===== config.mk =====
export PLATFORM = sky130hd
export DESIGN_NAME = uint3_add_arbiter
export DESIGN_NICKNAME = d
export VERILOG_FILES = /design/src/rtl/uint3_add_arbiter.sv
export SDC_FILE = /design/constraint.sdc
export NUM_CORES = 1
export LEC_CHECK = 0
export BUFFER_PORTS_ARGS = -buffer_cell sky130_fd_sc_hd__buf_4
export CAP_MARGIN = 20
export CORE_MARGIN = 3
export CORE_UTILIZATION = 45
export DETAILED_ROUTE_END_ITERATION = 7
export GPL_ROUTABILITY_DRIVEN = 0
export GPL_TIMING_DRIVEN = 0
export PLACE_DENSITY = 0.75
export SLEW_MARGIN = 20
export SYNTH_ARGS = -nofsm -noshare
export SYNTH_HDL_FRONTEND = slang
export SYNTH_SLANG_ARGS = --single-unit

===== constraint.sdc =====
create_clock -name CLK -period 1.64 [get_ports CLK]
set_input_delay 0.164 -clock CLK [delete_from_list [all_inputs] [get_ports CLK]]
set_output_delay 0.164 -clock CLK [all_outputs]
set_load 0.1 [all_outputs]

===== src/rtl/uint3_add_arbiter.sv =====
// uint3_add_arbiter: two requesters share one WIDTH-bit adder through a round-robin arbiter into a one-entry result register
module uint3_add_arbiter #(
  parameter int WIDTH = 3
) (
  input  logic             CLK,
  input  logic             RESET,
  input  logic             req0_valid,
  input  logic [WIDTH-1:0] req0_a,
  input  logic [WIDTH-1:0] req0_b,
  output logic             req0_ready,
  input  logic             req1_valid,
  input  logic [WIDTH-1:0] req1_a,
  input  logic [WIDTH-1:0] req1_b,
  output logic             req1_ready,
  output logic             out_valid,
  output logic [WIDTH-1:0] out_sum,
  output logic             out_carry,
  output logic             out_id,
  input  logic             out_ready,
  output logic [7:0]       cnt0,
  output logic [7:0]       cnt1
);
  typedef enum logic {EMPTY, FULL} state_t;
  state_t           state_q, state_d;
  logic             ptr_q, id_q, carry_q;
  logic [WIDTH-1:0] sum_q;
  logic [7:0]       cnt0_q, cnt1_q;
  logic             can_accept, win, accept;
  logic [WIDTH:0]   res;
  assign can_accept = (state_q == EMPTY) || out_ready;
  // ptr only matters when both are valid; otherwise the lone valid requester wins
  assign win        = (req0_valid && req1_valid) ? ptr_q : req1_valid;
  assign req0_ready = !RESET && can_accept && req0_valid && !win;
  assign req1_ready = !RESET && can_accept && req1_valid && win;
  assign accept     = req0_ready || req1_ready;
  assign res        = win ? ({1'b0, req1_a} + {1'b0, req1_b}) : ({1'b0, req0_a} + {1'b0, req0_b});
  always_comb begin
    state_d = state_q;
    state_d = accept ? FULL : (state_q == FULL && out_ready) ? EMPTY : state_q;
  end
  always_ff @(posedge CLK) begin
    if (RESET) begin
      state_q <= EMPTY;
      sum_q   <= '0;
      carry_q <= 1'b0;
      id_q    <= 1'b0;
      ptr_q   <= 1'b0;
      cnt0_q  <= '0;
      cnt1_q  <= '0;
    end else begin
      state_q <= state_d;
      if (accept) begin
        {carry_q, sum_q} <= res;
        id_q             <= win;
        ptr_q            <= !win;
        cnt0_q           <= cnt0_q + {7'd0, !win};
        cnt1_q           <= cnt1_q + {7'd0, win};
      end
    end
  end
  assign out_valid = (state_q == FULL);
  assign out_sum   = sum_q;
  assign out_carry = carry_q;
  assign out_id    = id_q;
  assign cnt0      = cnt0_q;
  assign cnt1      = cnt1_q;
endmodule


# Word-level counts from Yosys, hierarchy flattened
# Index checks and enable logic that the tools add are counted.
dict set report word_totals {
  in_bits 17
  register_bits 23
  wordCells 28
}
dict set report op_classes {
  mux 4
  add_sub_neg 4
  bitwise 1
  reduce_logical 12
}
# op n
set ops {}
lappend ops {{adder 8 x 1 -> 8 bit} 2}
lappend ops {{adder 3 x 3 -> 4 bit} 2}
lappend ops {{logical AND 1 bit} 7}
lappend ops {{2-to-1 mux 4 bit} 1}
lappend ops {{2-to-1 mux 1 bit} 3}
lappend ops {{zero test 1 bit} 2}
lappend ops {{logical OR 1 bit} 2}
lappend ops {{nonzero test 2 bit} 1}
lappend ops {{inverter 1 bit} 1}

# Longest topological paths before layout
dict set report logic_depth {
  word_depth 7
  ltp_mapped 7
  depth_no_buf 7
}

# Least setup slack after synthesis
# Ideal clock, no wire load.
dict set report synth_timing {
  path_kind {register to output}
  from {reg state_q, in the netlist out_valid}
  to {out req0_ready}
  required_time_ns 1.476
  slack_ns -2.507
  path_stages_with_launch 4
  t_arrival_ns 3.983
  path_cell_list {dfxtp_1 -> nor2b_1 -> buf_1 -> nor4_1}
}
dict set report synth_between {
  elab_chain_cells 5
}
# item line
set synth_rtl {}
lappend synth_rtl {{start, declared} 24} ;# state_t state_q, state_d;
lappend synth_rtl {{start signal, assigned} 51} ;# state_q <= state_d;
lappend synth_rtl {{inverter 1 bit} 30} ;# assign can_accept = (state_q == EMPTY) || out_ready;
lappend synth_rtl {{logical OR 1 bit} 30}
lappend synth_rtl {{logical AND 1 bit (3 in series)} 33} ;# assign req0_ready = !RESET && can_accept && req0_valid && !win;
lappend synth_rtl {{end, declared} 10} ;# output logic req0_ready,
# No other way between the ends.

# Worst setup path in the final report
dict set report layout_timing {
  from {reg ptr_q}
  to {out req0_ready}
}
dict set report layout_between {
  elab_chain_cells 3
}
# item line
set layout_rtl {}
lappend layout_rtl {{start, declared} 25} ;# logic ptr_q, id_q, carry_q;
lappend layout_rtl {{start signal, assigned} 55} ;# ptr_q <= !win;
lappend layout_rtl {{2-to-1 mux 1 bit} 32} ;# assign win = (req0_valid && req1_valid) ? ptr_q : req1_valid;
lappend layout_rtl {{zero test 1 bit} 33}
lappend layout_rtl {{logical AND 1 bit} 33}
# No other way between the ends.

==> metrics.csv <==
stage,metric,value,unit
status,status,"complete, but fails checks",
status,violations,setup timing,
floorplan,core,2590,sq um
setup_path,crit_arrival,1480,ps
setup_path,cp-start-kind,register,
yosys,yosys-top-cells-area,"dfxtp_1 (36%), ha_1 (7.8%), nor2_1 (3.8%), fa_1 (3.1%), mux2i_1 (3.1%)",
clock_tree,cts_tree,done,
route,postRouteWirelength,3160,microns
clock_tree,cts_hold_buf,0,
yosys,netlist_area,1280,sq um
setup_path,crit_required,1480,ps
yosys,synth.most_common_cell,dfxtp_1,
pwr,ir_drop,0.611,mV
timing,max_clock_freq,608,MHz
timing,setup_viol,1,
timing,slew_headroom,54.9,%
floorplan,die_x,59.4,microns
final_layout,utilization,68.0,%
yosys,ys_seq_area_share,35.9,%
route,first_pass_iters,4,
yosys,synth_ff_type,dfxtp_1,
yosys,synthCells,143,
global_route,grt_max_degree,14,
pwr,p_leak,0.764,nW
final_layout,n_fill_cell,221,
yosys,synth_edf_count,0,
placed_design,port_buffers,40,
yosys,synth_common_cells,"dfxtp_1 (23), nor2_1 (13), nand2_1 (10), ha_1 (8)",
timing,fin_skew,4.05,ps
timing,finalCritPeriodShare,100,%
timing,fin_ws,-5.35,ps
yosys,synth_cell_types,41,
clock_tree,numCtsBuffers,3,
global_route,grt_pass1_wl,5280,microns
clock_tree,clock-root-buffer,clkbuf_4,
yosys,ys_ff_latch,23,
route,drc,0,
route,vias,1224,
pwr,pwr_density_cell,730,nW/um^2
placed_design,pre_cts_ws,-181,ps
yosys,synthDominantCellAreaShare,35.9,%
floorplan,initial_core_util,49.6,%
timing,slew_viol_final,0,
yosys,async_flop_share,0,%
final_layout,drive_gt1_share,42.6,%
timing,rsz0062_at_grt,true,
hold_path,hold_class,primary input to register,
route,drt_iter0_drc,49,
run,cap_violations,0,
global_route,grt_pass1_vias,1159,
final_layout,fin_nets,218,
yosys,synth_fp_nets,170,
floorplan,die_area,3530,sq um
floorplan,num_rows,18,
route,routedWlPerCell,14.4,microns
timing,worstMarginPinSlew,676,ps
timing,post-route-min-period,1650,ps
placed_design,post-dp-hpwl,2370,microns
final_layout,diodes,0,
clock_tree,clk_latency,310,ps
yosys,ys.warnings.count,0,
yosys,syn_avg_cell_area,8.98,sq um
setup_path,crit_type,register to primary output,
global_route,grt_overflow_total,0,
global_route,grt_use_total,19.4,%
clock_tree,path_clk_slew,130,ps
final_layout,area_delta_synth_final,37.2,%
floorplan,ios,41,
setup_path,critPathCaptureType,primary output,
floorplan,die_y,59.4,microns
route,vias_per_cell,5.56,
timing,final_hold_viol_count,0,
setup_path,critPathMaxFanout,4,
clock_tree,cts.path.max_buffers,2,
global_route,antenna_found_initial,0,
pwr,power.total,1.29,mW
route,antenna_left,0,
clock_tree,clock_sinks,23,
yosys,yosysTopAreaCell,dfxtp_1,
clock_tree,htree_levels,1,
==> flip-flops by register name, summed over array words and instances, names as in the netlist <==
signal and count:
cnt0 8, cnt1 8, out_sum 3, out_carry 1, out_id 1, out_valid 1
ptr_q 1
==> final timing paths <==
path	slack (ps)	start	to	cells past startpoint
setup reg to reg	20	ptr_q	cnt0[4]	7
hold / removal	170	req0_valid	ptr_q	3
hold reg to reg	480	cnt0[3]	cnt0[3]	1
setup / recovery	-5	ptr_q	req0_ready	4
==> per-stage QoR <==
step           instance area (sq um)  TNS, ps  hold slack (ps)  std cells
3_5_place_dp                    1690     -181              462        213
5_1_grt                         1760     -136              168        220
2_1_floorplan                   1350     -371              320        143
4_1_cts                         1760    -11.2              163        220
3_3_place_gp                    1690     -156              451        213
6_report                        1760    -5.35              172        220
==> critical path, stage by stage (launching register included) <==
cell and delay [ps]:
dfxtp_2 340, or2b_4 270, and2_4 150, nor4_4 150, buf_6 260
==> cell usage in the layout (no fill, tap or decap), types with 5 or more instances in the layout <==
cell type and instances:
ha_1 7, nand4_1 6, buf_4 44, dfxtp_2 13, nand3_1 5, inv_1 7
dfxtp_1 8, o21ai_0 5, nor2_1 13, nand2_1 9, a21oi_1 7
==> power by group <==
part	switching, mW	internal [mW]	total (mW)
sequential	0.0163	0.583	0.599
combinational	0.291	0.134	0.425
clock	0.172	0.0909	0.263
==> layout make-up <==
type | count | area, sq um | share of cell area, %
Tap cell | 30 | 37.5 | 2.13
Sequential cell | 23 | 484 | 27.5
Buffer | 4 | 20.0 | 1.14
Multi-Input combinational cell | 107 | 828 | 47.0
Clock buffer | 3 | 22.5 | 1.28
Timing Repair Buffer | 44 | 334 | 19.0
Inverter | 8 | 30.0 | 1.70
Clock inverter | 1 | 5.00 | 0.284
==> cells by family (layout without fill, tap and decap cells) <==
logic type                 after synthesis  count (layout)  share of synthesized area [%]
AOI/OAI and AO/OA                       29              29                           15.0
adders and majority gates               10              10                           10.9
muxes                                    6               6                           4.87
DFF                                     23              23                           35.9
buffers and inverters                   13              60                           4.19
and+or+nand+nor                         55              55                           24.4
xor gates and xnor gates                 7               7                           4.78
==> what timing repair did <==
action | CTS | global route
buffers inserted | 4 | 0
pin swaps | 2 | 0
setup endpoints to repair | 3 | 2
resized for setup | 5 | 1
==> routing by layer <==
metal	part of all wire, %	vias to the layer above	global-route usage (%)	wire, microns
li1	-	618	-	-
met1	46	570	26.3	1440
met2	49	34	32.4	1550
met3	4.7	2	3.27	150
met4	0.41	0	3.88	13
met5	0	-	0	0
Power figures use the tool's default switching activity.
